## src/rtl/simon_pkg.sv

```systemverilog
// Shared Simon definitions: pad FSM encodings, debounce default and colour mapping.
// Also used by the game engine and display blocks.
package simon_pkg;

  localparam int DEBOUNCE_TICKS_DEF = 3;
  localparam int NUM_BTN            = 4;

  typedef enum logic [1:0] {
    ST_IDLE    = 2'd0,
    ST_HELD    = 2'd1,
    ST_LOCKOUT = 2'd2
  } pad_state_e;

  typedef enum logic [1:0] {
    COL_GREEN  = 2'd0,
    COL_RED    = 2'd1,
    COL_YELLOW = 2'd2,
    COL_BLUE   = 2'd3
  } colour_e;

  function automatic colour_e btn_colour(input logic [1:0] idx);
    return colour_e'(idx);
  endfunction

  function automatic logic [3:0] idx_onehot(input logic [1:0] idx);
    return 4'b0001 << idx;
  endfunction

  // Lowest set bit wins; callers only use it on one-hot vectors.
  function automatic logic [1:0] onehot_idx(input logic [3:0] v);
    logic [1:0] idx;
    idx = 2'd0;
    for (int i = 3; i >= 0; i--) begin
      if (v[i]) idx = 2'(i);
    end
    return idx;
  endfunction

endpackage

```

## src/rtl/simon_pad_debouncer.sv

```systemverilog
// One-bit button conditioner: two-flop synchronizer followed by a hold-time debouncer.
module simon_pad_debouncer
  import simon_pkg::*;
#(
  parameter int DEBOUNCE_TICKS = DEBOUNCE_TICKS_DEF
) (
  input  logic clk,
  input  logic reset,
  input  logic btn_i,
  output logic level_o
);

  localparam int CNT_W = $clog2(DEBOUNCE_TICKS + 1);

  logic [1:0]       sync_q;
  logic             level_q, level_d;
  logic [CNT_W-1:0] cnt_q, cnt_d;

  // The level flips on the cycle after the counter register shows DEBOUNCE_TICKS.
  always_comb begin
    cnt_d   = '0;
    level_d = level_q;
    if (sync_q[1] != level_q) begin
      if (cnt_q == CNT_W'(DEBOUNCE_TICKS)) level_d = ~level_q;
      else                                 cnt_d   = cnt_q + CNT_W'(1);
    end
  end

  always_ff @(posedge clk or posedge reset) begin
    if (reset) begin
      sync_q  <= 2'b00;
      level_q <= 1'b0;
      cnt_q   <= '0;
    end else begin
      sync_q  <= {sync_q[0], btn_i};
      level_q <= level_d;
      cnt_q   <= cnt_d;
    end
  end

  assign level_o = level_q;

endmodule

```

## src/rtl/simon_pad.sv

```systemverilog
// Player button pad: conditions four raw buttons and emits one pulse per clean single press.
//   state   | meaning
//   IDLE    | no debounced button high; waiting for a press
//   HELD    | accepted press held; padLed echoes playerNum
//   LOCKOUT | rejected press (multi-press or engine busy); wait for full release
module simon_pad
  import simon_pkg::*;
#(
  parameter int DEBOUNCE_TICKS = DEBOUNCE_TICKS_DEF
) (
  input  logic       clk,
  input  logic       reset,
  input  logic [3:0] btn,
  input  logic       simonTurn,
  input  logic       gameOver,
  output logic [1:0] playerNum,
  output logic       playerPressed,
  output logic [3:0] padLed
);

  logic [3:0] deb;
  pad_state_e state_q, state_d;
  logic [1:0] num_q, num_d;
  logic       pressed_q, pressed_d;
  logic       any_high, single_high;

  for (genvar g = 0; g < NUM_BTN; g++) begin : g_deb
    simon_pad_debouncer #(.DEBOUNCE_TICKS(DEBOUNCE_TICKS)) u_deb (
      .clk     (clk),
      .reset   (reset),
      .btn_i   (btn[g]),
      .level_o (deb[g])
    );
  end

  assign any_high    = |deb;
  assign single_high = any_high && ((deb & (deb - 4'd1)) == 4'd0);

  always_comb begin
    state_d   = state_q;
    num_d     = num_q;
    pressed_d = 1'b0;
    case (state_q)
      ST_IDLE: begin
        if (any_high) begin
          if (single_high && !simonTurn && !gameOver) begin
            state_d   = ST_HELD;
            num_d     = onehot_idx(deb);
            pressed_d = 1'b1;
          end else begin
            state_d = ST_LOCKOUT;
          end
        end
      end
      ST_HELD, ST_LOCKOUT: begin
        if (!any_high) state_d = ST_IDLE;
      end
      default: state_d = ST_IDLE;
    endcase
  end

  always_ff @(posedge clk or posedge reset) begin
    if (reset) begin
      state_q   <= ST_IDLE;
      num_q     <= 2'd0;
      pressed_q <= 1'b0;
    end else begin
      state_q   <= state_d;
      num_q     <= num_d;
      pressed_q <= pressed_d;
    end
  end

  assign playerNum     = num_q;
  assign playerPressed = pressed_q;
  assign padLed        = (state_q == ST_HELD) ? idx_onehot(num_q) : 4'b0000;

endmodule

```

## config.mk

```make
export PLATFORM = sky130hd
export DESIGN_NAME = simon_pad
export DESIGN_NICKNAME = d
export VERILOG_FILES = /design/src/rtl/simon_pkg.sv /design/src/rtl/simon_pad_debouncer.sv /design/src/rtl/simon_pad.sv
export SDC_FILE = /design/constraint.sdc
export NUM_CORES = 1
export LEC_CHECK = 0
export ABC_AREA = 0
export BUFFER_PORTS_ARGS = -buffer_cell sky130_fd_sc_hd__buf_2
export CORE_UTILIZATION = 50
export DETAILED_ROUTE_END_ITERATION = 12
export HOLD_SLACK_MARGIN = 0.03
export PLACE_DENSITY = 0.71
export SETUP_SLACK_MARGIN = 0.3
export SLEW_MARGIN = 15
export SYNTH_ARGS = -nofsm -noshare
export SYNTH_HDL_FRONTEND = slang
export SYNTH_SLANG_ARGS = --single-unit
export TNS_END_PERCENT = 5
```

## constraint.sdc

```tcl
create_clock -name clk -period 2.8 [get_ports clk]
set_input_delay 0.28 -clock clk [delete_from_list [all_inputs] [get_ports clk]]
set_output_delay 0.28 -clock clk [all_outputs]
set_load 0.02 [all_outputs]
```

Word-level counts from Yosys, hierarchy flattened --
Cells that the tools add are included.
Cells by class: $lt $le $gt $ge 0, divide/modulo/power cells 0, shifts and indexed selects 1, multiplexer cells 20, equality and inequality tests 12, reduce and logical (&&, ||, !) cells 15, multipliers 0, bitwise operators 5, add/subtract/negate cells 5
Operator list (count):
- two-way mux 2 bit | 15
- == test 2 bit, second input constant | 5
- AND reduction 2 bit | 5
- adder 2 x 1 -> 2 bit, second input constant | 4
- AND 4 bit | 1
- logical NOT 4 bit | 1
- two-way mux 4 bit | 1
- != test 1 bit | 4
- != test 2 bit, second input constant | 2
- inverter 1 bit | 4
- one-hot mux 2 bit (2 select lines) | 1
- OR reduction 4 bit | 1
- << shifter 1 x 2 -> 4 bit, first input constant | 1
- subtractor 4 x 1 -> 4 bit, second input constant | 1
- logical AND 1 bit | 3
- two-way mux 1 bit | 3
- AND reduction 3 bit | 1
- == test 2 x 1 -> 1 bit, second input constant | 1
- logical NOT 1 bit | 2
- logical NOT 2 bit | 1
- OR reduction 2 bit | 1
Storage, ports and cells: memory bits (writable) 0, memory bits (read-only) 0, register bits 25, word-level logic and storage cells 73, memories 0, bits in latches 0, output and inout bits 7, input bits 8

Depth between registers and ports, before layout --
depth after elaboration 9, depth in mapped cells 5, mapped depth without buffers 4

Hierarchy --
A second synthesis with hierarchy kept.
Unflattened totals: cell total of the unflattened synthesis 80, area, all modules 1043.5 um^2
By module, submodules not included:
- simon_pad_debouncer | instances 4, area each 177.7 um^2, seq. area each 125.1 um^2, cells an instance 11
- simon_pad | instances 1, area each 332.8 um^2, seq. area each 125.1 um^2, cells an instance 36

Worst setup path before layout --
No wires, ideal clock.
path kind register -> register, start register g_deb[0].u_deb.level_q, end register num_q[0], in the netlist playerNum[0], data required time 2.672 ns, stages on the path, launching flop included 6, period minus slack after synthesis 1.503 ns, arrival 1.376 ns, path slack 1.297 ns, path buffers 1, cell sequence dfrtp_1 > buf_6 > xor2_1 > a221o_2 > nand3_2 > mux2_1
Between the ends: longest elaborated chain between the ends 7, elaborated cells between the ends (all ways) 9, those cells by class 1 x add/sub; 1 x mux; 1 x bitwise; 6 x reduce/logical
Ends and longest elaborated chain:
- start, declared | line simon_pad_debouncer.sv:16 | logic level_q, level_d;
- start signal, assigned | line simon_pad_debouncer.sv:36 | level_q <= level_d;
- subtractor 4 x 1 -> 4 bit | line simon_pad.sv:37 | assign single_high = any_high && ((deb & (deb - 4'd1)) == 4'd0);
- AND 4 bit | line simon_pad.sv:37
- logical NOT 4 bit | line simon_pad.sv:37
- logical AND 1 bit | line simon_pad.sv:37
- logical AND 1 bit (2 in series) | line simon_pad.sv:46 | if (single_high && !simonTurn && !gameOver) begin
- AND reduction 3 bit (no source line)
- end signal, assigned | line simon_pad.sv:69 | num_q <= num_d;
- end, declared | line simon_pad.sv:23 | logic [1:0] num_q, num_d;
Several ways; a longest one is shown, not always the timed one. A chain may end at the register's enable or synchronous reset.

Worst setup path in the final report --
start register state_q[1], end output port padLed[0]
Between the ends: longest elaborated chain between the ends 2
Ends and longest elaborated chain:
- start, declared | line simon_pad.sv:22 | pad_state_e state_q, state_d;
- start signal, assigned | line simon_pad.sv:68 | state_q <= state_d;
- == test 2 x 1 -> 1 bit | line simon_pad.sv:76 | assign padLed = (state_q == ST_HELD) ? idx_onehot(num_q) : 4'b0000;
- two-way mux 4 bit | line simon_pad.sv:76
- end, declared | line simon_pad.sv:18 | output logic [3:0] padLed
Every way passes these cells.

==> metrics.txt <==
status=completed; clk root buf=clkbuf_4; Clock transition at path regs=0.12 ns; clk_skew=0.00126 ns; worst vdd ir=0.488 mV; Starting Density=52.9%; Global Route Usage Sum=15.5%; internal power=723 µW; Seq/Total Area, Yosys=60.2%; max-slew violations=0; Worst-Skew Late Latency=0.30 ns; worst min-delay path class=in -> reg; switching share of total power=35.4%; diodes inserted=0; CTS tree=yes; Distinct cells, synth=26; clock share of power=13.3%; cell area after layout=1150 µm²; EDFF count, synth=0; DP Area=1120 µm²; Rows=16; Initial DRC Count=5; critical path peak fanout=4; synthesized flop and latch total=25; WP data arrival=1.35 ns; top_reg_cell synth=dfrtp_1; largest net degree at the start of global routing=26; DIE WIDTH=47.6 µm; ys async rst share=100%; antenna violations before repair=0; Mapped Area=1040 µm²; Worst Path Required=2.52 ns; H-tree depth=1; Setup TNS Final=0 ns; Num CTS Buffers=3; Buffers on Ports=14; layout net count=111; Leak=0.000581 µW; fill count=180; core region area=1960 µm²; Least-Margin Pin Slew=0.881 ns; Tcrit/Tclk final=58.4%; RSZ-0062 raised after global routing=no; register share of total power=50.8%; DRC viols=0; Final ANT Viol Nets=0; pwr dens=972 nW/µm²; I/O pin total=15; Hold Fails Final Rpt=0; most frequent cells after synthesis=dfrtp_1, ha_1, inv_1; iteration count of the initial detailed-routing pass=2; Post-DP HPWL=1.10 mm; Gate Count Post-Synth=80; combinational share of power=36.0%; post-CTS setup buffer count=0; gr ovfl total=0; vias post-DR=618; ratio of cells with drive above 1 in the final layout=26.0%; Crit. End Element=primary output; clk buf depth=2; post-CTS sizing=0; clk sink count=25; die area=2260 µm²; post-synth top area share=60.2%; Max Clk Rate=0.612 GHz; Net Switching=396 µW; Synth warnings=0; Total Wirelength=1.40 mm; first-pass GRT wire length=2.31 mm; number of setup violations in the final report=0; most frequent cell after synthesis=dfrtp_1; Max-slew headroom=41.2%; vias in the first global route=595; min cycle time layout=1.63 ns; drt wl/cell=11.4 µm; critical path type=reg -> out; synthesis-to-layout area growth=10.8%; Synth Area per Inst=13.0 µm²; Max Cap Violations=0; Worst setup SP type=flip-flop; Vert. Die Dim=47.6 µm; largest cells by area after synthesis=dfrtp_1, ha_1, mux2_2; cts hold-fix bufs=0; drt via density=5.02; Final Util=58.7%; Synthesized Nets=94; GPL Wtd Cong=0.718; Yosys top cell by area=dfrtp_1
stage by stage:
stage          cells  power (µW)  hold WS, ns  setup WS, ns
6_report         123        1120       0.0694          1.17
5_1_grt          123        1220       0.0386          1.03
4_1_cts          123        1140       0.0538          1.14
3_5_place_dp     119         983        0.335          1.22
3_3_place_gp     119         948        0.332          1.28
2_1_floorplan     80         904        0.307          1.30
cell type report:
type | count | area (µm²) | share of cell area (%)
multi-input combinational | 48 | 375 | 32.6
timing repair buffer | 14 | 70.1 | 6.09
sequential | 25 | 626 | 54.3
inverter | 5 | 18.8 | 1.63
clock buffer | 3 | 22.5 | 1.96
tap | 27 | 33.8 | 2.93
clock inverter | 1 | 5.00 | 0.435
path summary, 6_finish.rpt:
check	startpoint	endpoint	slack, ns	cells past startpoint
max	state_q[1]	padLed[0]	1.17	4
min	btn[3]	g_deb[3].u_deb.sync_q[0]	0.07	1
max reg2reg	g_deb[0].u_deb.level_o	playerNum[1]	1.21	4
min reg2reg	g_deb[1].u_deb.sync_q[0]	g_deb[1].u_deb.sync_q[1]	0.36	0
max in group asynchronous	reset	g_deb[3].u_deb.cnt_q[0]	2.13	2
min in group asynchronous	reset	g_deb[0].u_deb.cnt_q[0]	0.14	2
power by group through the flow:
| stage | clock network, µW | registers, µW | logic (µW) |
|---|---|---|---|
| after floorplan | 0 | 553 | 351 |
| after global placement | 0 | 567 | 380 |
| after detailed placement | 0 | 578 | 405 |
| after CTS | 160 | 570 | 409 |
| after global routing | 174 | 588 | 462 |
| final | 149 | 568 | 403 |
flip-flops by register name, summed over array words and instances, names as in the netlist:
signal	flops
state_q	2
g_deb.u_deb.level_o	4
g_deb.u_deb.sync_q	8
playerNum	2
g_deb.u_deb.cnt_q	8
playerPressed	1
cells in the final DEF, fill, tap and decap left out, types with 2 or more instances in the layout:
master     n
buf_2     14
dfrtp_1   25
xnor2_1    3
nor3_1     4
mux2_1     2
inv_1      5
ha_1       6
nand2_1    4
nor2_1     4
nor2b_1    4
xor2_1     2
nor3b_1    2
clkbuf_4   3
mux2_2     3
o22ai_1    2
and2_1     2
cell families after synthesis:
group | after synthesis | synth area share [%]
simple gates | 26 | 15.1
flops | 25 | 60.2
buf+inv | 7 | 3.61
mux | 6 | 6.39
fa+ha+maj | 6 | 7.23
compound gates | 5 | 3.25
xor+xnor | 5 | 4.22
critical path, stage by stage (launching register included):
cell and delay [ns]:
dfrtp_1 0.38, inv_1 0.10, ha_1 0.20, nor3b_1 0.18
buf_2 0.19
metal layers:
metal	vias up	track usage, %	wire length (µm)
met1	301	14.6	563
met2	15	29.3	762
met3	4	2.26	40
met5	-	0	0
li1	298	-	-
met4	0	12.2	34
No activity file was read; power rests on OpenSTA's default activity.
